==> src/rtl/seq_stim_pkg.sv <==
// State encoding for the a-then-b sequence stimulus generator.
// Shared by the generator and anything that decodes its state.
package seq_stim_pkg;

  localparam logic [2:0] ENC_IDLE   = 3'd0;
  localparam logic [2:0] ENC_SEND_A = 3'd1;
  localparam logic [2:0] ENC_SEND_B = 3'd2;
  localparam logic [2:0] ENC_CHECK  = 3'd3;
  localparam logic [2:0] ENC_GAP    = 3'd4;
  localparam logic [2:0] ENC_DONE   = 3'd5;

  typedef enum logic [2:0] {
    IDLE   = ENC_IDLE,
    SEND_A = ENC_SEND_A,
    SEND_B = ENC_SEND_B,
    CHECK  = ENC_CHECK,
    GAP    = ENC_GAP,
    DONE   = ENC_DONE
  } stim_state_t;

endpackage

==> src/rtl/seq_stim_gen.sv <==
// Sends count a->b pairs with a gap of idle cycles and scores the detector's q per pair.
// Pair period is 3+gap cycles; start is honoured only in IDLE, all outputs registered.
module seq_stim_gen
  import seq_stim_pkg::*;
#(
  parameter int CNT_W = 8,
  parameter int GAP_W = 4
) (
  input  logic             clk,
  input  logic             reset,
  input  logic             start,
  input  logic [CNT_W-1:0] count,
  input  logic [GAP_W-1:0] gap,
  input  logic             q_in,
  output logic             a,
  output logic             b,
  output logic             busy,
  output logic             done,
  output logic [CNT_W-1:0] sent_cnt,
  output logic [CNT_W-1:0] pass_cnt,
  output logic             fail
);

  localparam logic [CNT_W-1:0] CNT_ONE = 1;
  localparam logic [GAP_W-1:0] GAP_ONE = 1;

  stim_state_t      state_q, state_d;
  logic [CNT_W-1:0] count_q, count_d;
  logic [GAP_W-1:0] gap_q, gap_d;
  logic [GAP_W-1:0] gap_cnt_q, gap_cnt_d;
  logic [CNT_W-1:0] sent_cnt_q, sent_cnt_d;
  logic [CNT_W-1:0] pass_cnt_q, pass_cnt_d;
  logic             fail_q, fail_d;
  logic             a_q, a_d;
  logic             b_q, b_d;
  logic             busy_q, busy_d;
  logic             done_q, done_d;
  logic             last_pair;

  assign last_pair = (sent_cnt_q == count_q);

  always_comb begin
    state_d    = state_q;
    count_d    = count_q;
    gap_d      = gap_q;
    gap_cnt_d  = gap_cnt_q;
    sent_cnt_d = sent_cnt_q;
    pass_cnt_d = pass_cnt_q;
    fail_d     = fail_q;

    case (state_q)
      IDLE: begin
        if (start) begin
          count_d    = count;
          gap_d      = gap;
          sent_cnt_d = '0;
          pass_cnt_d = '0;
          fail_d     = 1'b0;
          state_d    = (count == '0) ? DONE : SEND_A;
        end
      end
      SEND_A: begin
        // The detector must be quiet here; a high q is a spurious detect.
        if (q_in) fail_d = 1'b1;
        state_d = SEND_B;
      end
      SEND_B: begin
        if (sent_cnt_q != '1) sent_cnt_d = sent_cnt_q + CNT_ONE;
        state_d = CHECK;
      end
      CHECK: begin
        if (q_in) begin
          if (pass_cnt_q != '1) pass_cnt_d = pass_cnt_q + CNT_ONE;
        end else begin
          fail_d = 1'b1;
        end
        if (gap_q != '0) begin
          gap_cnt_d = gap_q - GAP_ONE;
          state_d   = GAP;
        end else begin
          state_d = last_pair ? DONE : SEND_A;
        end
      end
      GAP: begin
        if (q_in) fail_d = 1'b1;
        if (gap_cnt_q == '0) begin
          state_d = last_pair ? DONE : SEND_A;
        end else begin
          gap_cnt_d = gap_cnt_q - GAP_ONE;
        end
      end
      DONE: begin
        state_d = IDLE;
      end
      default: begin
        state_d = IDLE;
      end
    endcase

    // Outputs are decoded from the next state so they are registered yet line up with it.
    a_d    = (state_d == SEND_A);
    b_d    = (state_d == SEND_B);
    busy_d = (state_d != IDLE);
    done_d = (state_d == DONE);
  end

  always_ff @(posedge clk) begin
    if (reset) begin
      state_q    <= IDLE;
      count_q    <= '0;
      gap_q      <= '0;
      gap_cnt_q  <= '0;
      sent_cnt_q <= '0;
      pass_cnt_q <= '0;
      fail_q     <= 1'b0;
      a_q        <= 1'b0;
      b_q        <= 1'b0;
      busy_q     <= 1'b0;
      done_q     <= 1'b0;
    end else begin
      state_q    <= state_d;
      count_q    <= count_d;
      gap_q      <= gap_d;
      gap_cnt_q  <= gap_cnt_d;
      sent_cnt_q <= sent_cnt_d;
      pass_cnt_q <= pass_cnt_d;
      fail_q     <= fail_d;
      a_q        <= a_d;
      b_q        <= b_d;
      busy_q     <= busy_d;
      done_q     <= done_d;
    end
  end

  assign a        = a_q;
  assign b        = b_q;
  assign busy     = busy_q;
  assign done     = done_q;
  assign sent_cnt = sent_cnt_q;
  assign pass_cnt = pass_cnt_q;
  assign fail     = fail_q;

endmodule

==> config.mk <==
export PLATFORM = sky130hd
export DESIGN_NAME = seq_stim_gen
export DESIGN_NICKNAME = d
export VERILOG_FILES = /design/src/rtl/seq_stim_pkg.sv /design/src/rtl/seq_stim_gen.sv
export SDC_FILE = /design/constraint.sdc
export NUM_CORES = 1
export LEC_CHECK = 0
export CAP_MARGIN = 20
export CELL_PAD_IN_SITES_DETAIL_PLACEMENT = 2
export CELL_PAD_IN_SITES_GLOBAL_PLACEMENT = 2
export CORE_MARGIN = 8
export CORE_UTILIZATION = 30
export DETAILED_ROUTE_END_ITERATION = 6
export PLACE_DENSITY = 0.86
export SLEW_MARGIN = 20
export SYNTH_ARGS = -nofsm -noshare
export SYNTH_HDL_FRONTEND = slang
export SYNTH_SLANG_ARGS = --single-unit
==> constraint.sdc <==
create_clock -name clk -period 2.1 [get_ports clk]
set_input_delay 0.42 -clock clk [delete_from_list [all_inputs] [get_ports clk]]
set_output_delay 0.42 -clock clk [all_outputs]
set_load 0.03 [all_outputs]
==> flow_metrics.tcl <==
set metrics [dict create \
    outcome "finished, final reports clean" \
    crit_type "reg2out" \
    min_path_type "reg2reg" \
    clkTransAtPathRegs_ps 80 \
    ctsHtreeMaxLevel 2 \
    global_route.overflow_total 0 \
    critPathLaunchType "flop" \
    floorplan.rows 29 \
    fraction_of_layout_cells_with_a_size_suffix_above_1_pct 11.4 \
    count_of_placed_standard_cells_in_the_final_layout_fillers_left_out 358 \
    cts_buffers 5 \
    ys_dominant_reg_cell "dfxtp_1" \
    ctsLongestPathBuffers 2 \
    timing.critical_path.slowest_cell_delay_ps 740 \
    via_count 1881 \
    ys_seq_area_share_pct 41.1 \
    vdd_drop_max_v 0.000313 \
    cp_cell_sequence "clkdlybuf4s50_1" \
    clk-insertion-delay-late_ps 300 \
    final_core_utilization_pct 40.7 \
    route.detailed.wl_per_inst_um 17.2 \
    skew_ps 9.84 \
    synth.cell_area_um2 1950 \
    placement.setup.worst_slack_ps -180 \
    routed_wirelength_mm 6.18 \
    floorplan.io_pins 37 \
    clock_power_share_pct 29.7 \
    timing.max_cap.violations 0 \
    synth-adder-area-share_pct 1.93 \
    synth-simple-area-share_pct 26.4 \
    critical_path_capture_point_type "output pin" \
    fmax_ghz 0.505 \
    grtUsageTotal_pct 14.5 \
    via_count_of_the_first_global_routing_pass 2120 \
    detailed_place.area_um2 2470 \
    r2r_setup_slack_ps 230 \
    power.switching_uw 592 \
    area_of_the_core_region_um2 6310 \
    power.internal_uw 1270 \
    netlist-cell-type-count 43 \
    grt_first_pass_wirelength_mm 10.4 \
    clkSinkCount 40 \
    power.combinational.fraction_pct 24.5 \
    initial_core_util_pct 30.8 \
    detail_route.vias_per_cell 5.25 \
    pwr-share-seq_pct 45.8 \
    p_total_uw 1870 \
    cp_data_arrival_time_ps 1560 \
    power.share.switching_pct 31.8 \
    final_hold_viol_count 0 \
    final-max-slew-violation-count 0 \
    power_density_nw_per_um2 726 \
    routabilityCongestion 0.777 \
    most_common_cell_after_layout_fill_and_taps_aside "dfxtp_1" \
    antenna-diode-count 0 \
    postCtsHoldBufs 0 \
    initial_antenna_violation_count 0 \
    cts_root_buffer "clkbuf_8" \
    crit_path_max_fanout 7 \
    finish.net_count 299 \
    synth-async-reset-ratio_pct 0 \
    setup_viol 0 \
    synth-warning-count 0 \
    synth-edff-count 0 \
    critical-path-slowest-cell "clkdlybuf4s50_1" \
    final.setup.worst_slack_ps 120 \
    tritoncts_clock_tree "done" \
    die-width_um 96.6 \
    netlist_instances 234 \
    critical-path-top-delay-family "buffers and inverters" \
    dp.final_hpwl_mm 4.75 \
    synth_seq_cells 40 \
    grt_start_max_net_pins 20 \
    layout_common_cells "40 x dfxtp_1, 36 x clkdlybuf4s50_1, 34 x nand2_1, 25 x a21oi_1, 22 x nor2_1" \
    post_synth_mux_area_share_pct 1.54 \
    xor_and_xnor_fraction_of_the_mapped_netlist_area_pct 9.00 \
    worst_slew_pin_slew_ps 357 \
    placedCellCount 350 \
    first_iter_violations 41 \
    avgSynthCellArea_um2 8.32 \
    fin_crit_sh_pct 94.3 \
    drc_errors 0 \
    maxSlewHeadroom_pct 76.0 \
    post_cts_sizing 0 \
    design_area_um2 2570 \
    grt_setup_unrepaired "no" \
    data_required_critical_path_ps 1680 \
    p_leak_uw 0.000955 \
    synth_nets 253 \
    post_cts.repair.setup_buffers 0 \
    post-route-min-period_ps 1980 \
    dieArea_um2 9320 \
    dominant_combinational_cell_family_by_area_after_synthesis "simple AND/OR/NAND/NOR gates" \
    synth_compound_area_share_pct 16.7 \
    worstPathBufferInverterCount 1 \
    drt-pass1-iter-count 3 \
    die_h_um 96.6 \
    layout-area-overhead-vs-synth_pct 32.0 \
    final_antenna_violating_net_count 0 \
    portbufs 36 \
    fillers 723 \
]
[power groups by stage]
stage	registers (uW)	logic (uW)	clock network, uW
global route	862	502	601
floorplan	887	247	0
CTS	856	464	580
global placement	867	442	0
detailed placement	873	460	0
finish	854	457	554
[cell type report]
class	count	area, um^2	share of cell area (%)
Inverter	2	7.51	0.292
Clock inverter	2	10.0	0.389
Tap cell	77	96.3	3.75
Timing Repair Buffer	53	488	19.0
Sequential cell	40	801	31.2
Clock buffer	6	82.6	3.21
Multi-Input combinational cell	178	1080	42.2
[cell usage after synthesis (all sizes together) (2+ instances only)]
master	instances	area (um^2)
nor3	3	15.0
o211a	2	20.0
nand3b	3	22.5
dfxtp	40	801
o31ai	2	15.0
o2111ai	2	17.5
nor3b	3	22.5
nor4	4	25.0
nand2	35	139
a21oi	26	141
buf	3	15.0
nand2b	2	12.5
a211oi	2	20.0
inv	2	7.51
nand3	9	45.0
nor2	22	82.6
or4	3	22.5
o21bai	2	15.0
nand4	5	31.3
o21ai	8	40.0
ha	3	37.5
mux2i	3	30.0
xor2	12	105
or3b	2	20.0
and3	5	31.3
clkbuf	11	41.3
xnor2	8	70.1
[flip-flops by register name (all words and copies together), names as in the netlist, 3 cells and up]
name and flops:
count_q 8, pass_cnt 8, sent_cnt 8, gap_cnt_q 4, gap_q 4, state_q 3
[through the flow]
stage | hold slack [ps] | setup TNS (ps)
2_1_floorplan | 432 | 0
3_3_place_gp | 449 | -173
3_5_place_dp | 462 | -389
4_1_cts | 475 | 0
5_1_grt | 506 | 0
6_report | 467 | 0
[cells by family (layout without fill, tap and decap cells)]
kind of cell               after synthesis  in the layout
AOI/OAI and AO/OA                       51             51
xor gates and xnor gates                20             20
adders and majority gates                3              3
buffers and inverters                   16             63
DFF                                     40             40
muxes                                    3              3
and+or+nand+nor                        101            101
[routing by layer]
metal	vias to the layer above	track usage, %	routed length [um]
met4	0	5.30	87
met5	-	0	0
li1	915	-	-
met2	32	25.9	3090
met1	928	16.3	2770
met3	6	3.17	226
[worst paths after layout]
path                                   start      endpoint  cells after the start
worst min-delay path            gap_cnt_q[3]  gap_cnt_q[3]                      2
worst max register to register    state_q[0]  gap_cnt_q[2]                      7
worst min register to register  gap_cnt_q[3]  gap_cnt_q[3]                      2
worst max-delay path             sent_cnt[3]   sent_cnt[3]                      1
Power figures use the tool's default switching activity.
